==> src/rtl/pipe_hazard_ctrl_pkg.sv <==
// pipe_hazard_ctrl_pkg: forwarding-source and hazard FSM state encodings shared by the hazard controller.
package pipe_hazard_ctrl_pkg;
    localparam logic [1:0] FWD_RF  = 2'd0;
    localparam logic [1:0] FWD_EX  = 2'd1;
    localparam logic [1:0] FWD_MEM = 2'd2;
    localparam logic [1:0] FWD_WB  = 2'd3;
    typedef enum logic [1:0] {
        HZ_RUN    = 2'd0,
        HZ_DSTALL = 2'd1,
        HZ_MWAIT  = 2'd2
    } hz_state_t;
endpackage

==> src/rtl/hazard_match.sv <==
// hazard_match: per-operand producer match, hazard detect and forward select.
// PIPE_FWD_EN defined: only load-use stalls, operands forwarded youngest-first; undefined: any match stalls.
module hazard_match
    import pipe_hazard_ctrl_pkg::*;
(
    input  logic [4:0] rs,
    input  logic       re,
    input  logic [4:0] ex_wR,
    input  logic       ex_rf_we,
    input  logic       ex_is_load,
    input  logic [4:0] mem_wR,
    input  logic       mem_rf_we,
    input  logic [4:0] wb_wR,
    input  logic       wb_rf_we,
    output logic       hazard,
    output logic [1:0] fwd_sel
);
    logic m_ex, m_mem, m_wb, load_use, alu_ex;
    // x0 is hardwired, so a write to it is never a real producer
    assign m_ex     = re && ex_rf_we  && ex_wR  != 5'd0 && ex_wR  == rs;
    assign m_mem    = re && mem_rf_we && mem_wR != 5'd0 && mem_wR == rs;
    assign m_wb     = re && wb_rf_we  && wb_wR  != 5'd0 && wb_wR  == rs;
    assign load_use = m_ex && ex_is_load;
    assign alu_ex   = m_ex && !ex_is_load;
`ifdef PIPE_FWD_EN
    assign hazard  = load_use;
    assign fwd_sel = alu_ex ? FWD_EX : m_mem ? FWD_MEM : m_wb ? FWD_WB : FWD_RF;
`else
    assign hazard  = load_use || alu_ex || m_mem || m_wb;
    assign fwd_sel = FWD_RF;
`endif
endmodule

==> src/rtl/pipe_hazard_ctrl.sv <==
// pipe_hazard_ctrl: 5-stage pipeline stall/flush/forward control with event counters and bus-wait watchdog.
// Forwarding is enabled by defining PIPE_FWD_EN.
module pipe_hazard_ctrl
    import pipe_hazard_ctrl_pkg::*;
#(
    parameter int CNT_W    = 32,
    parameter int WAIT_MAX = 255
) (
    input  logic             cpu_clk,
    input  logic             cpu_rst,
    input  logic [4:0]       id_rs1,
    input  logic [4:0]       id_rs2,
    input  logic             id_re1,
    input  logic             id_re2,
    input  logic [4:0]       ex_wR,
    input  logic             ex_rf_we,
    input  logic             ex_is_load,
    input  logic [4:0]       mem_wR,
    input  logic             mem_rf_we,
    input  logic [4:0]       wb_wR,
    input  logic             wb_rf_we,
    input  logic             ex_redirect,
    input  logic             mem_wait,
    output logic             stall_pc,
    output logic             stall_if_id,
    output logic             flush_if_id,
    output logic             flush_id_ex,
    output logic             freeze_all,
    output logic [1:0]       fwd_a_sel,
    output logic [1:0]       fwd_b_sel,
    output logic [1:0]       hz_state,
    output logic [CNT_W-1:0] stall_cnt,
    output logic [CNT_W-1:0] flush_cnt,
    output logic [CNT_W-1:0] wait_cnt,
    output logic             bus_err
);
    logic        hz_a, hz_b, redir_act, dstall;
    logic [15:0] run, run_nxt;
    hz_state_t   state, state_nxt;
    hazard_match u_match_a (
        .rs(id_rs1), .re(id_re1), .ex_wR(ex_wR), .ex_rf_we(ex_rf_we), .ex_is_load(ex_is_load),
        .mem_wR(mem_wR), .mem_rf_we(mem_rf_we), .wb_wR(wb_wR), .wb_rf_we(wb_rf_we),
        .hazard(hz_a), .fwd_sel(fwd_a_sel)
    );
    hazard_match u_match_b (
        .rs(id_rs2), .re(id_re2), .ex_wR(ex_wR), .ex_rf_we(ex_rf_we), .ex_is_load(ex_is_load),
        .mem_wR(mem_wR), .mem_rf_we(mem_rf_we), .wb_wR(wb_wR), .wb_rf_we(wb_rf_we),
        .hazard(hz_b), .fwd_sel(fwd_b_sel)
    );
    // bus wait outranks redirect, which outranks data hazards
    assign redir_act   = !mem_wait && ex_redirect;
    assign dstall      = !mem_wait && !ex_redirect && (hz_a || hz_b);
    assign stall_pc    = mem_wait || dstall;
    assign stall_if_id = mem_wait || dstall;
    assign flush_if_id = redir_act;
    assign flush_id_ex = redir_act || dstall;
    assign freeze_all  = mem_wait;
    assign hz_state    = state;
    always_comb begin
        state_nxt = mem_wait ? HZ_MWAIT : dstall ? HZ_DSTALL : HZ_RUN;
        run_nxt   = !mem_wait ? 16'd0 : (run == 16'hffff) ? run : run + 16'd1;
    end
    always_ff @(posedge cpu_clk or posedge cpu_rst) begin
        if (cpu_rst) begin
            state     <= HZ_RUN;
            run       <= 16'd0;
            bus_err   <= 1'b0;
            stall_cnt <= '0;
            flush_cnt <= '0;
            wait_cnt  <= '0;
        end else begin
            state     <= state_nxt;
            run       <= run_nxt;
            bus_err   <= bus_err || run_nxt == 16'(WAIT_MAX);
            stall_cnt <= stall_cnt + CNT_W'(dstall && stall_cnt != '1);
            flush_cnt <= flush_cnt + CNT_W'(redir_act && flush_cnt != '1);
            wait_cnt  <= wait_cnt + CNT_W'(mem_wait && wait_cnt != '1);
        end
    end
endmodule

==> config.mk <==
export PLATFORM = sky130hd
export DESIGN_NAME = pipe_hazard_ctrl
export DESIGN_NICKNAME = d
export VERILOG_FILES = /design/src/rtl/pipe_hazard_ctrl_pkg.sv /design/src/rtl/hazard_match.sv /design/src/rtl/pipe_hazard_ctrl.sv
export SDC_FILE = /design/constraint.sdc
export NUM_CORES = 1
export LEC_CHECK = 0
export ABC_AREA = 1
export ABC_CLOCK_PERIOD_IN_PS = 4310
export BUFFER_PORTS_ARGS = -buffer_cell sky130_fd_sc_hd__clkbuf_2
export CORE_MARGIN = 5
export CORE_UTILIZATION = 50
export CTS_CLUSTER_DIAMETER = 100
export DETAILED_ROUTE_END_ITERATION = 6
export PLACE_DENSITY = 0.85
export SYNTH_ARGS = -nofsm -noshare
export SYNTH_HDL_FRONTEND = slang
export SYNTH_SLANG_ARGS = --single-unit
==> constraint.sdc <==
create_clock -name cpu_clk -period 4.31 [get_ports cpu_clk]
set_clock_uncertainty 0.2 [all_clocks]
set_input_delay 0.431 -clock cpu_clk [delete_from_list [all_inputs] [get_ports cpu_clk]]
set_output_delay 0.431 -clock cpu_clk [all_outputs]
set_load 0.02 [all_outputs]
Word-level counts from Yosys, hierarchy flattened
Cells that the tools add are included.
{ "op_classes": {"add_sub_neg": 4, "n_eq_ne": 11, "muxes": 4, "reduce_logical": 44} }
{ "op_table": {"columns": ["cell", "count"], "rows": [
  ["adder 32 x 1 -> 32 bit", 3],
  ["!= test 32 bit (second input constant)", 3],
  ["two-way mux 16 bit", 2],
  ["equality test 5 bit", 6],
  ["logical AND 1 bit", 28],
  ["adder 16 x 1 -> 16 bit (second input constant)", 1],
  ["equality test 16 bit (second input constant)", 1],
  ["equality test 16 x 8 -> 1 bit (second input constant)", 1],
  ["nonzero test 5 bit", 3],
  ["logical OR 1 bit", 10],
  ["logical NOT 1 bit", 3],
  ["two-way mux 2 bit", 1],
  ["two-way mux 1 bit", 1]
]} }
{ "totals": {"regBits": 115, "in_bits": 35, "out_inout_bits": 108, "elab_cells": 69} }

Depth between registers and ports, before layout
Gate-level depths: netlist of run 1.
{ "depth": {"word_depth": 11, "mapped_depth": 20, "depth_no_buf": 20} }

Cells and area by module
A second synthesis of run 1 with hierarchy kept.
{ "unflattened": {"hier_cells": 866, "hier_area_um2": 6633.9} }
{ "by_module_without_submodules": {"columns": ["mod", "n_inst", "cells_each", "area_each_um2", "seq_area_each_um2"], "rows": [
  ["pipe_hazard_ctrl", 1, 678, 5893.2, 2877.8],
  ["hazard_match", 2, 94, 370.4, 0.0]
]} }

Least setup slack after synthesis of run 1
OpenSTA, ideal clock, no wires.
{ "synth_path": {"path_type": "input to register", "start": "input wb_wR[2]", "end": "register stall_cnt[28]", "setup_time_ns": 0.132, "arrival_time_ns": 2.443, "required_ns": 3.978, "slack_ns": 1.536, "cell_stages": 18, "n_path_buf": 0, "path_cell_list": "xor2_1 > nor3b_1 > nand3_1 > nand2_1 > nand2_1 > nand3_1 > nand2_1 > nor2_1 > ha_1 > ha_1 > nand3_1 > nor2_2 > nand2_2 > nor2_2 > nand2_1 > nor3_2 > nand2_1 > xnor2_1"} }
{ "synth_via": {"elab_chain_len": 8, "elab_cells_between_ends": 13, "cone_classes": "add/sub (1); eq/ne (2); reduce/logical (10)"} }
{ "synth_rtl": {"columns": ["element", "line_no", "source"], "rows": [
  ["start: declaration", "pipe_hazard_ctrl.sv:20", "input logic [4:0] wb_wR,"],
  ["nonzero test 5 bit", "hazard_match.sv:22", "assign m_wb = re && wb_rf_we && wb_wR != 5'd0 && wb_wR == rs;"],
  ["logical AND 1 bit (2 in a row)", "hazard_match.sv:22", null],
  ["logical OR 1 bit", "hazard_match.sv:29", "assign hazard = load_use || alu_ex || m_mem || m_wb;"],
  ["logical OR 1 bit (*)", "pipe_hazard_ctrl.sv:52", "assign dstall = !mem_wait && !ex_redirect && (hz_a || hz_b);"],
  ["logical AND 1 bit (*)", "pipe_hazard_ctrl.sv:52", null],
  ["logical AND 1 bit (*)", "pipe_hazard_ctrl.sv:75", "stall_cnt <= stall_cnt + CNT_W'(dstall && stall_cnt != '1);"],
  ["adder 32 x 1 -> 32 bit (*)", "pipe_hazard_ctrl.sv:75", null],
  ["end signal: assignment", "pipe_hazard_ctrl.sv:75", null],
  ["end: declaration", "pipe_hazard_ctrl.sv:32", "output logic [CNT_W-1:0] stall_cnt,"]
]} }
Mark *: on every way between the ends. The rest lies on a longest branch, timed or not.

Final worst setup path of run 1
{ "layout_path": {"start": "input id_rs1[4]", "end": "register stall_cnt[28]"} }
{ "layout_via": {"elab_chain_len": 10, "elab_cells_between_ends": 15, "cone_classes": "add/sub (1); eq/ne (3); reduce/logical (11)"} }
{ "layout_rtl": {"columns": ["element", "line_no", "source"], "rows": [
  ["start: declaration", "pipe_hazard_ctrl.sv:11", "input logic [4:0] id_rs1,"],
  ["equality test 5 bit", "hazard_match.sv:20", "assign m_ex = re && ex_rf_we && ex_wR != 5'd0 && ex_wR == rs;"],
  ["logical AND 1 bit", "hazard_match.sv:20", null],
  ["logical AND 1 bit, on equally long branches", "hazard_match.sv:23, hazard_match.sv:24", null],
  ["logical OR 1 bit (2 in a row)", "hazard_match.sv:29", null],
  ["logical OR 1 bit (*)", "hazard_match.sv:29", null],
  ["logical OR 1 bit (*)", "pipe_hazard_ctrl.sv:52", null],
  ["logical AND 1 bit (*)", "pipe_hazard_ctrl.sv:52", null],
  ["logical AND 1 bit (*)", "pipe_hazard_ctrl.sv:75", null],
  ["adder 32 x 1 -> 32 bit (*)", "pipe_hazard_ctrl.sv:75", null]
]} }
Marked as above.

==> flow_summary.json, run 1 <==
{
  "hpwl_um": 11900,
  "muxShareOfSynthArea_pct": 0,
  "place_inst": 1067,
  "die_x_um": 123.2,
  "powerDensity_nw_per_um2": 382.8,
  "synth.top_cells.by_count": "149 x nand2_1, 115 x dfrtp_1, 102 x inv_1, 86 x nor2_1, 62 x xor2_1",
  "root_buffer": "clkbuf_16",
  "finalHoldViolations": 0,
  "fin_crit_ps": 3045,
  "drtIter0Drc": 346,
  "critPathTopFamily": "simple AND/OR/NAND/NOR gates",
  "grt_max_degree": 51,
  "synth.avg_cell_area_sq_um": 8.431,
  "r2r_start": "stall_cnt[4]$_DFF_PP0_",
  "holdCritPathClass": "input pin to flop",
  "drive_above_1_share_pct": 24.35,
  "drc": 0,
  "stdcell_count": 1100,
  "grt_usage_pct": 21.35,
  "die_y_um": 123.2,
  "synth_edf_count": 0,
  "synthArstFlopShare_pct": 100.0,
  "yosys.area_share.adder_pct": 1.562,
  "h-tree-depth": 4,
  "synth_xor_area_share_pct": 12.99,
  "cpPeakStageDelay_ps": 220,
  "first_pass_iters": 5,
  "startpoint": "id_rs1[4]",
  "fin_setup_tns_ps": 0,
  "synth-simple-area-share_pct": 30.76,
  "cp-endpoint": "stall_cnt[28]$_DFF_PP0_",
  "post_synth_num_cell_types": 35,
  "synth-main-ff-cell": "dfrtp_1",
  "antenna_found_initial": 0,
  "clk_latency_ps": 420,
  "synth_warnings": 0,
  "placement.io_buffers": 137,
  "cts_tree": "yes",
  "leakagePower_nw": 4.212,
  "yosysMostFrequentCell": "nand2_1",
  "grt_pass1_vias": 5547,
  "final_net_count": 958,
  "yosysSeqAreaShare_pct": 44.91,
  "routed-wl-met3_um": 916,
  "critPathMaxFanout": 4,
  "syn_to_final_growth_pct": 23.24,
  "io_pins": 143,
  "worst_pin_slew_ps": 612.3,
  "cp_cell_sequence": "clkbuf_2, inv_1, nor2_1, nor3_1, nand4_1, nand2_1, nand2_1, nand3_1, nand2_1, nor2_1, ha_1, ha_1, nand3_1, nor2_2, nand2_2, nor2_2, nand2_1, nor3_2, nand2_1, xnor2_1",
  "min_path_cells": 1,
  "r2r_cells": 14,
  "start_util_pct": 50.98,
  "min_period_over_period_pct": 70.65,
  "post_drt_wl_per_cell_um": 14.30,
  "clockBufferDepth": 2,
  "vdd_drop_max_v": 0.0003725,
  "grt_overflow_total": 0,
  "cts-buffers-inserted": 17,
  "syn_inst": 760,
  "synthesis.area_sq_um": 6407,
  "setup_viol": 0,
  "grt_pass1_wl_um": 25760,
  "n_antenna_cell": 0,
  "drt-met1-wl_um": 6925,
  "synth_area_leaders": "dfrtp_1 45%, nand2_1 8.7%, xor2_1 8.5%, inv_1 6.0%, nor2_1 5.0%",
  "cts_resized": 0,
  "clk_pin_slew_worst_paths_ps": 50,
  "antenna_left": 0,
  "path_class": "input pin to flop",
  "crit_top_cell": "nand2_1",
  "slew_violations": 0,
  "viasPerCell": 5.138,
  "cap_viol_max_count": 0,
  "relSlewSlack_pct": 59.18,
  "wl_met2_um": 7599,
  "r2r_end": "stall_cnt[24]$_DFF_PP0_",
  "cp.arrival_ps": 3140,
  "crit_required_ps": 4410,
  "critPathCaptureType": "flop",
  "synth_top_family_by_area": "simple AND/OR/NAND/NOR gates",
  "cp.depth": 20,
  "top_layer_used": "met4",
  "fmax_mhz": 328.4,
  "cp-start-kind": "input pin",
  "dieArea_sq_um": 15180,
  "cts.sinks": 115,
  "crit_path_top_delay_cell": "nor3_1",
  "vias": 5652,
  "rows": 41,
  "synth-compound-area-share_pct": 2.812,
  "gp_congestion": 0.9510,
  "yosysTopAreaCellShare_pct": 44.91,
  "coreArea_sq_um": 12570,
  "r2r_setup_slack_ps": 1450,
  "synth_top_area_cell": "dfrtp_1",
  "routed_wirelength_um": 15730,
  "status": "finished clean",
  "yosys_register_bits": 115,
  "timing.critical_path.buf_inv": 2,
  "rsz0062_at_grt": "no"
}
[routing by layer]
layer	up-vias	track usage, %
met5	-	0
met4	0	8.235
met3	27	4.941
met2	219	34.11
met1	2663	28.28
li1	2743	-
[cell type report]
| type | instances | area [sq um] |
|---|---|---|
| clock buffers | 20 | 466.7 |
| clock inverters | 12 | 131.4 |
| fillers | 1032 | 4672 |
| inverters | 105 | 396.6 |
| multi-input cells | 536 | 3098 |
| flip-flops and latches | 115 | 2878 |
| well taps | 172 | 215.2 |
| repair buffers | 140 | 710.7 |
[registers in the layout, indices dropped and copies added, names as in the netlist]
name / flops
wait_cnt: 32
bus_err: 1
stall_cnt: 32
hz_state: 2
flush_cnt: 32
run: 16
[how the worst min path moves through the flow]
stage,start,endpoint,slack [ps]
4_1_cts,mem_wait,hz_state[1]$_DFF_PP0_,210
3_5_place_dp,bus_err$_DFF_PP0_,bus_err$_DFF_PP0_,260
2_1_floorplan,mem_wait,hz_state[1]$_DFF_PP0_,260
5_1_grt,mem_wait,hz_state[1]$_DFF_PP0_,230
3_3_place_gp,bus_err$_DFF_PP0_,bus_err$_DFF_PP0_,250
6_report,mem_wait,hz_state[1]$_DFF_PP0_,210
[power breakdown]
part / switching, W / total [W] / internal [W]
clock: 0.000517 / 0.00141 / 0.000894
sequential: 0.0000887 / 0.00124 / 0.00115
combinational: 0.000248 / 0.000372 / 0.000124
[layout by cell type (no fill, tap or decap), types with 3 or more instances in the layout]
master      instances
clkinvlp_4          4
ha_1                8
nand2_2            13
nand2_1           149
nor4_1             11
o22ai_1            15
xnor2_1            33
clkbuf_2          137
nor2_4              8
nor2_1             86
nor3_1             27
clkbuf_16          17
inv_1             101
o21ai_0            12
clkbuf_8            3
inv_2               3
nand3_1            47
clkinv_2            3
nor3_2              5
nand4_1            23
clkinv_4            3
nand4_2             4
dfrtp_1           115
xor2_1             62
conb_1              4
nor2_2             13
[cells by family (layout without fill, tap and decap cells)]
group,count (synthesis),in the layout
XOR/XNOR,95,95
flip-flops,115,115
AND/OR/NAND/NOR,398,398
other,1,4
adder cells (fa/ha/maj),8,8
buffers and inverters,112,277
AO/OA/AOI/OAI,31,31
[through the flow]
step                      setup slack (ps)  area (sq um)  util, %  hold slack (ps)  total power [W]
after detailed placement             886.5          7288    57.99            259.7         0.001633
after floorplan                      634.9          6419        -            262.4         0.001475
after global routing                  1104          7896    62.83            230.0         0.003132
after CTS                             1328          7896    62.83            207.2         0.003044
final                                 1265          7896    62.83            213.0         0.003023
after global placement               929.6          7288    57.99            248.8         0.001622
[worst reg2reg max path, stage by stage, from the launching register on]
cell and delay, ps:
dfrtp_1 470, nand4_2 200, nor3_1 190, nand3_1 130, nor4_1 340, nor2_1 100
ha_1 240, ha_1 220, nand3_1 140, nor2_2 80, nand2_2 90, nor2_2 60
nand2_1 110, nor3_2 60, xor2_1 130
[what timing repair did]
item	in CTS	in global routing
hold buffers	1	0
hold endpoints to repair	48	0
setup buffers	0	0
Power figures use the tool's default switching activity.
==> inputs of run 2 (changes only) <==
- ABC_AREA: 1 -> 0
- ABC_CLOCK_PERIOD_IN_PS: 4310 -> 2650
- CORE_UTILIZATION: 50 -> 49
- PLACE_DENSITY: 0.85 -> 0.87
- clock period: 4.31 -> 2.65 ns (I/O delays scaled with it)
==> flow_summary.json, run 2 <==
{
  "h-tree-depth": 4,
  "worst_pin_slew_ps": 700.5,
  "utilization_pct": 68.82,
  "post_drt_wl_per_cell_um": 16.21,
  "root_buffer": "clkbuf_16",
  "cp-start-kind": "flop",
  "post_synth_num_cell_types": 51,
  "synth_warnings": 0,
  "final_cell_mix": "137 x clkbuf_2, 101 x dfrtp_1, 92 x xnor2_1, 91 x buf_4, 50 x nand2_1",
  "antenna_left": 0,
  "rows": 40,
  "synthArstFlopShare_pct": 100.0,
  "coreArea_sq_um": 11910,
  "clk_latency_ps": 410,
  "cts-buffers-inserted": 17,
  "clockBufferDepth": 2,
  "timing.critical_path.buf_inv": 1,
  "synth_area_leaders": "dfrtp_1 49%, xnor2_1 14%, xor2_1 5.0%, nand4_1 3.6%, nand3_1 3.5%",
  "gp_congestion": 0.9170,
  "critPathCaptureType": "flop",
  "yosysMostFrequentCell": "dfrtp_1",
  "grt_pass1_vias": 5167,
  "synth-main-ff-cell": "dfrtp_1",
  "start_util_pct": 49.52,
  "final_net_count": 850,
  "first_pass_iters": 6,
  "cpPeakStageDelay_ps": 400,
  "synth_top_area_cell": "dfrtp_1",
  "io_pins": 143,
  "cts.sinks": 115,
  "syn_inst": 569,
  "fmax_mhz": 374.6,
  "syn_to_final_growth_pct": 38.99,
  "fin_crit_ps": 2669,
  "drtIter0Drc": 346,
  "final_common_cell": "clkbuf_2",
  "placement.io_buffers": 137,
  "holdCritPathClass": "flop to flop",
  "vias": 5193,
  "viasPerCell": 5.376,
  "synth_edf_count": 0,
  "final_area_sq_um": 8198,
  "grt_overflow_total": 0,
  "status": "complete, but fails checks",
  "die_y_um": 119.7,
  "drive_above_1_share_pct": 38.22,
  "violations": "negative setup slack",
  "min_from": "bus_err$_DFF_PP0_",
  "synth.avg_cell_area_sq_um": 10.37,
  "critPathTopFamily": "simple AND/OR/NAND/NOR gates",
  "yosysSeqAreaShare_pct": 48.79,
  "setup_viol": 3,
  "yosys_register_bits": 115,
  "slew_violations": 0,
  "placed_area_sq_um": 7380,
  "drc": 0,
  "reg.largest.list": "flush_cnt: 32 flops, stall_cnt: 32 flops, wait_cnt: 32 flops",
  "antenna_found_initial": 0,
  "relSlewSlack_pct": 53.20,
  "grt_max_degree": 49,
  "path_class": "flop to flop",
  "crit_path_top_delay_cell": "dfrtp_2",
  "fillCellCount": 878,
  "holdWs_ps": 277.1,
  "powerDensity_nw_per_um2": 627.3,
  "rsz0062_at_grt": "yes",
  "fin_setup_tns_ps": -37.69,
  "synth.top_cells.by_count": "115 x dfrtp_1, 92 x xnor2_1, 51 x nand2_1, 41 x nand3_1, 39 x nor2_1",
  "cp.arrival_ps": 2780,
  "grt_usage_pct": 21.84,
  "grt_pass1_wl_um": 25070,
  "yosysTopAreaCellShare_pct": 48.79,
  "vdd_drop_max_v": 0.0004221,
  "hpwl_um": 11140,
  "crit_required_ps": 2760,
  "final.setup.worst_slack_ps": -19.46,
  "startpoint": "wait_cnt[24]$_DFF_PP0_",
  "leakagePower_nw": 4.037,
  "cp_cell_sequence": "and3_4, and3_4, nand3_2, nor3_2, a21oi_1, ha_2, ha_4, nand4_1, nor3_2, nand4_1, buf_4, xnor2_1",
  "r2r_start": "wait_cnt[24]$_DFF_PP0_",
  "cts_tree": "yes",
  "critPathMaxFanout": 4,
  "dieArea_sq_um": 14330,
  "routed_wirelength_um": 15660,
  "synthesis.area_sq_um": 5898,
  "die_x_um": 119.7,
  "clk_pin_slew_worst_paths_ps": 60,
  "cap_viol_max_count": 0,
  "min_period_over_period_pct": 100.7,
  "n_antenna_cell": 0,
  "finalHoldViolations": 0
}
run 2: worst paths after layout:
check | to | slack (ps) | cells past startpoint
setup / recovery | wait_cnt[24]$_DFF_PP0_ | -20 | 12
hold / removal | bus_err$_DFF_PP0_ | 280 | 1
setup reg to reg | wait_cnt[24]$_DFF_PP0_ | -20 | 12
hold reg to reg | bus_err$_DFF_PP0_ | 280 | 1
max in group asynchronous | flush_cnt[5]$_DFF_PP0_ | 1280 | 4
min in group asynchronous | stall_cnt[27]$_DFF_PP0_ | 300 | 3
run 2: kinds of logic (layout without fill, tap and decap cells):
kind of cell	Yosys count	count (layout)	synth area share [%]
muxes	2	2	0.3394
AOI/OAI and AO/OA	41	41	5.176
buffers and inverters	33	280	3.097
adders and majority gates	8	8	1.697
and+or+nand+nor	243	243	22.13
xor gates and xnor gates	126	126	18.71
other	1	4	0.06358
DFF	115	115	48.79
run 2: final cells by class:
| cell class | instances | area [sq um] | area share (%) |
|---|---|---|---|
| Inverter | 15 | 60.06 | 0.7326 |
| Clock buffer | 24 | 511.7 | 6.242 |
| Multi-Input combinational cell | 424 | 2977 | 36.31 |
| Tap cell | 147 | 183.9 | 2.244 |
| Timing Repair Buffer | 234 | 1450 | 17.69 |
| Sequential cell | 115 | 2895 | 35.32 |
| Clock inverter | 7 | 120.1 | 1.465 |
run 2: worst reg2reg max path: stages (launching register included):
cell and delay (ps):
dfrtp_2 400, and3_4 180, and3_4 180, nand3_2 80
nor3_2 50, a21oi_1 130, ha_2 220, ha_4 130
nand4_1 150, nor3_2 250, nand4_1 260, buf_4 230
xnor2_1 110
run 2: report_power, final:
group          leakage, nW  internal, W  switching [W]  total [W]
Combinational         2.20     0.000313       0.000453   0.000766
Sequential            1.54      0.00187      0.0000894    0.00196
Clock                0.297      0.00162       0.000791    0.00241
run 2: per-stage QoR:
step	std cells	power (W)	worst slack, ps
after floorplan	572	0.002391	0.3177
after global placement	924	0.002713	10.48
after detailed placement	924	0.002747	-71.72
after CTS	960	0.005166	3.626
after global routing	966	0.005335	-180.5
final	966	0.005143	-19.46
run 2: timing repair:
| item | CTS | global route |
|---|---|---|
| hold buffers | 3 | 0 |
| hold endpoints to repair | 29 | 0 |
| gates resized for setup | 5 | 20 |
| buffers inserted | 2 | 6 |
| pin swaps | 9 | 11 |
| endpoints found under the setup margin | 6 | 35 |
run 2: per-layer routing:
layer	share of wire, %	GRT usage, %	vias up
met2	52	36.72	137
met5	0	0	-
li1	-	-	2480
met1	41	26.89	2546
met3	5.2	5.844	30
met4	2.2	8.447	0
==> inputs of run 3 (changes only) <==
- PLACE_DENSITY: 0.87 -> unset
- PLACE_DENSITY_LB_ADDON: unset -> 0.05
- REMOVE_ABC_BUFFERS: unset -> 1
- SETUP_SLACK_MARGIN: unset -> 0.5
==> flow_summary.json, run 3 (synthesis results as in run 2) <==
{
  "relSlewSlack_pct": 59.10,
  "final.setup.worst_slack_ps": -2.569,
  "crit_path_top_delay_cell": "dfrtp_1",
  "final_area_sq_um": 9404,
  "rows": 40,
  "leakagePower_nw": 4.748,
  "gp_congestion": 0.8782,
  "drive_above_1_share_pct": 53.98,
  "setup_viol": 1,
  "min_period_over_period_pct": 100.1,
  "grt_usage_pct": 24.26,
  "placed_area_sq_um": 7201,
  "crit_required_ps": 2780,
  "clk_pin_slew_worst_paths_ps": 60,
  "fmax_mhz": 377.0,
  "syn_to_final_growth_pct": 59.44,
  "cts-buffers-inserted": 17,
  "cpPeakStageDelay_ps": 390,
  "final_net_count": 898,
  "io_pins": 143,
  "worst_pin_slew_ps": 613.5,
  "cts_tree": "yes",
  "cp-start-kind": "flop",
  "critPathTopFamily": "simple AND/OR/NAND/NOR gates",
  "fillCellCount": 727,
  "cp.arrival_ps": 2790,
  "status": "complete, but fails checks",
  "post_drt_wl_per_cell_um": 18.15,
  "slew_violations": 0,
  "start_util_pct": 49.52,
  "fin_crit_ps": 2653,
  "viasPerCell": 5.498,
  "path_class": "flop to flop",
  "clockBufferDepth": 2,
  "multi_input_area_sq_um": 3777,
  "coreArea_sq_um": 11910,
  "stdcell_count": 1014,
  "n_antenna_cell": 0,
  "clk_latency_ps": 420,
  "antenna_left": 0,
  "vdd_drop_max_v": 0.0004080,
  "die_y_um": 119.7,
  "grt_max_degree": 56,
  "timing.critical_path.buf_inv": 0,
  "place_inst": 909,
  "cp_cell_sequence": "and4_4, and4_1, nand2_1, nor4_2, nor2b_1, ha_2, and4_1, and4_4, nand3b_1, nor2_1, xor2_1",
  "finalHoldViolations": 0,
  "grt_pass1_wl_um": 28130,
  "routed_wirelength_um": 18400,
  "final_common_cell": "clkbuf_2",
  "vias": 5575,
  "grt_pass1_vias": 5640,
  "root_buffer": "clkbuf_16",
  "die_x_um": 119.7,
  "cap_viol_max_count": 0,
  "hpwl_um": 11090,
  "area.sequential_sq_um": 2893,
  "holdCritPathClass": "input pin to flop",
  "critPathMaxFanout": 4,
  "drtIter0Drc": 374,
  "grt_overflow_total": 0,
  "holdWs_ps": 30.38,
  "powerDensity_nw_per_um2": 539.5,
  "critPathCaptureType": "flop",
  "h-tree-depth": 4,
  "cts.sinks": 115,
  "reg.largest.list": "flush_cnt: 32 flops, stall_cnt: 32 flops, wait_cnt: 32 flops",
  "rsz0062_at_grt": "yes",
  "placement.io_buffers": 137,
  "antenna_found_initial": 0,
  "first_pass_iters": 4,
  "violations": "negative setup slack",
  "dieArea_sq_um": 14330,
  "drc": 0,
  "final_cell_mix": "131 x clkbuf_2, 111 x buf_4, 103 x dfrtp_1, 66 x xnor2_1, 35 x nand2_1"
}
run 3: changes by cell type in the layout (fill, tap and decap cells not counted), moves of 9 or more:
cell	previous run	this run
buf_6	1	33
xnor2_1	92	66
xnor2_2	0	26
buf_4	91	111
nand3_1	38	21
nand2_1	50	35
nor2_1	33	21
nor2_4	2	12
nor3_1	17	7
nand2_4	1	10
nand3_4	0	9
run 3: path summary, 6_finish.rpt:
check | cells past startpoint | slack (ps) | endpoint | startpoint
setup reg to reg | 11 | -3 | flush_cnt[31]$_DFF_PP0_ | flush_cnt[2]$_DFF_PP0_
min in group asynchronous | 3 | 300 | wait_cnt[8]$_DFF_PP0_ | cpu_rst
hold / removal | 2 | 30 | run[11]$_DFF_PP0_ | mem_wait
hold reg to reg | 1 | 260 | bus_err$_DFF_PP0_ | bus_err$_DFF_PP0_
setup / recovery | 11 | -3 | flush_cnt[31]$_DFF_PP0_ | flush_cnt[2]$_DFF_PP0_
max in group asynchronous | 4 | 1240 | stall_cnt[20]$_DFF_PP0_ | cpu_rst
run 3: layout make-up:
cell class	instances	share of cell area, %
multi-input combinational	424	40.17
sequential	115	30.76
timing repair buffer	282	20.58
clock buffer	22	5.043
tap	147	1.956
clock inverter	9	0.8648
inverter	15	0.6253
run 3: metrics by stage:
step / setup WS [ps] / utilization [%] / setup TNS (ps) / power (W)
final: -2.569 / 78.95 / -2.569 / 0.005073
after global routing: -75.04 / 78.95 / -361.4 / 0.005277
after CTS: 111.1 / 71.73 / 0 / 0.004972
after detailed placement: -64.77 / 60.45 / -197.4 / 0.002733
after global placement: -4.369 / 60.45 / -4.369 / 0.002712
after floorplan: -859.1 / - / -100120 / 0.002358
run 3: routing by layer:
metal	wire length (um)	global-route usage (%)	up-vias
met1	7563	29.79	2793
met3	857	5.514	44
met2	9487	41.70	168
met5	0	0	-
met4	495	9.234	0
li1	-	-	2570
run 3: report_power, final:
part | switching, W | internal (W) | leakage [nW]
logic | 0.000528 | 0.000394 | 2.94
registers | 0.000118 | 0.00187 | 1.54
clock network | 0.000814 | 0.00135 | 0.268
run 3: repair_timing:
action / CTS / global route
pin swaps: 66 / 60
setup buffers: 37 / 34
hold buffers: 3 / 0
hold endpoints to repair: 47 / 0
endpoints found under the setup margin: 90 / 95
gates resized for setup: 116 / 132
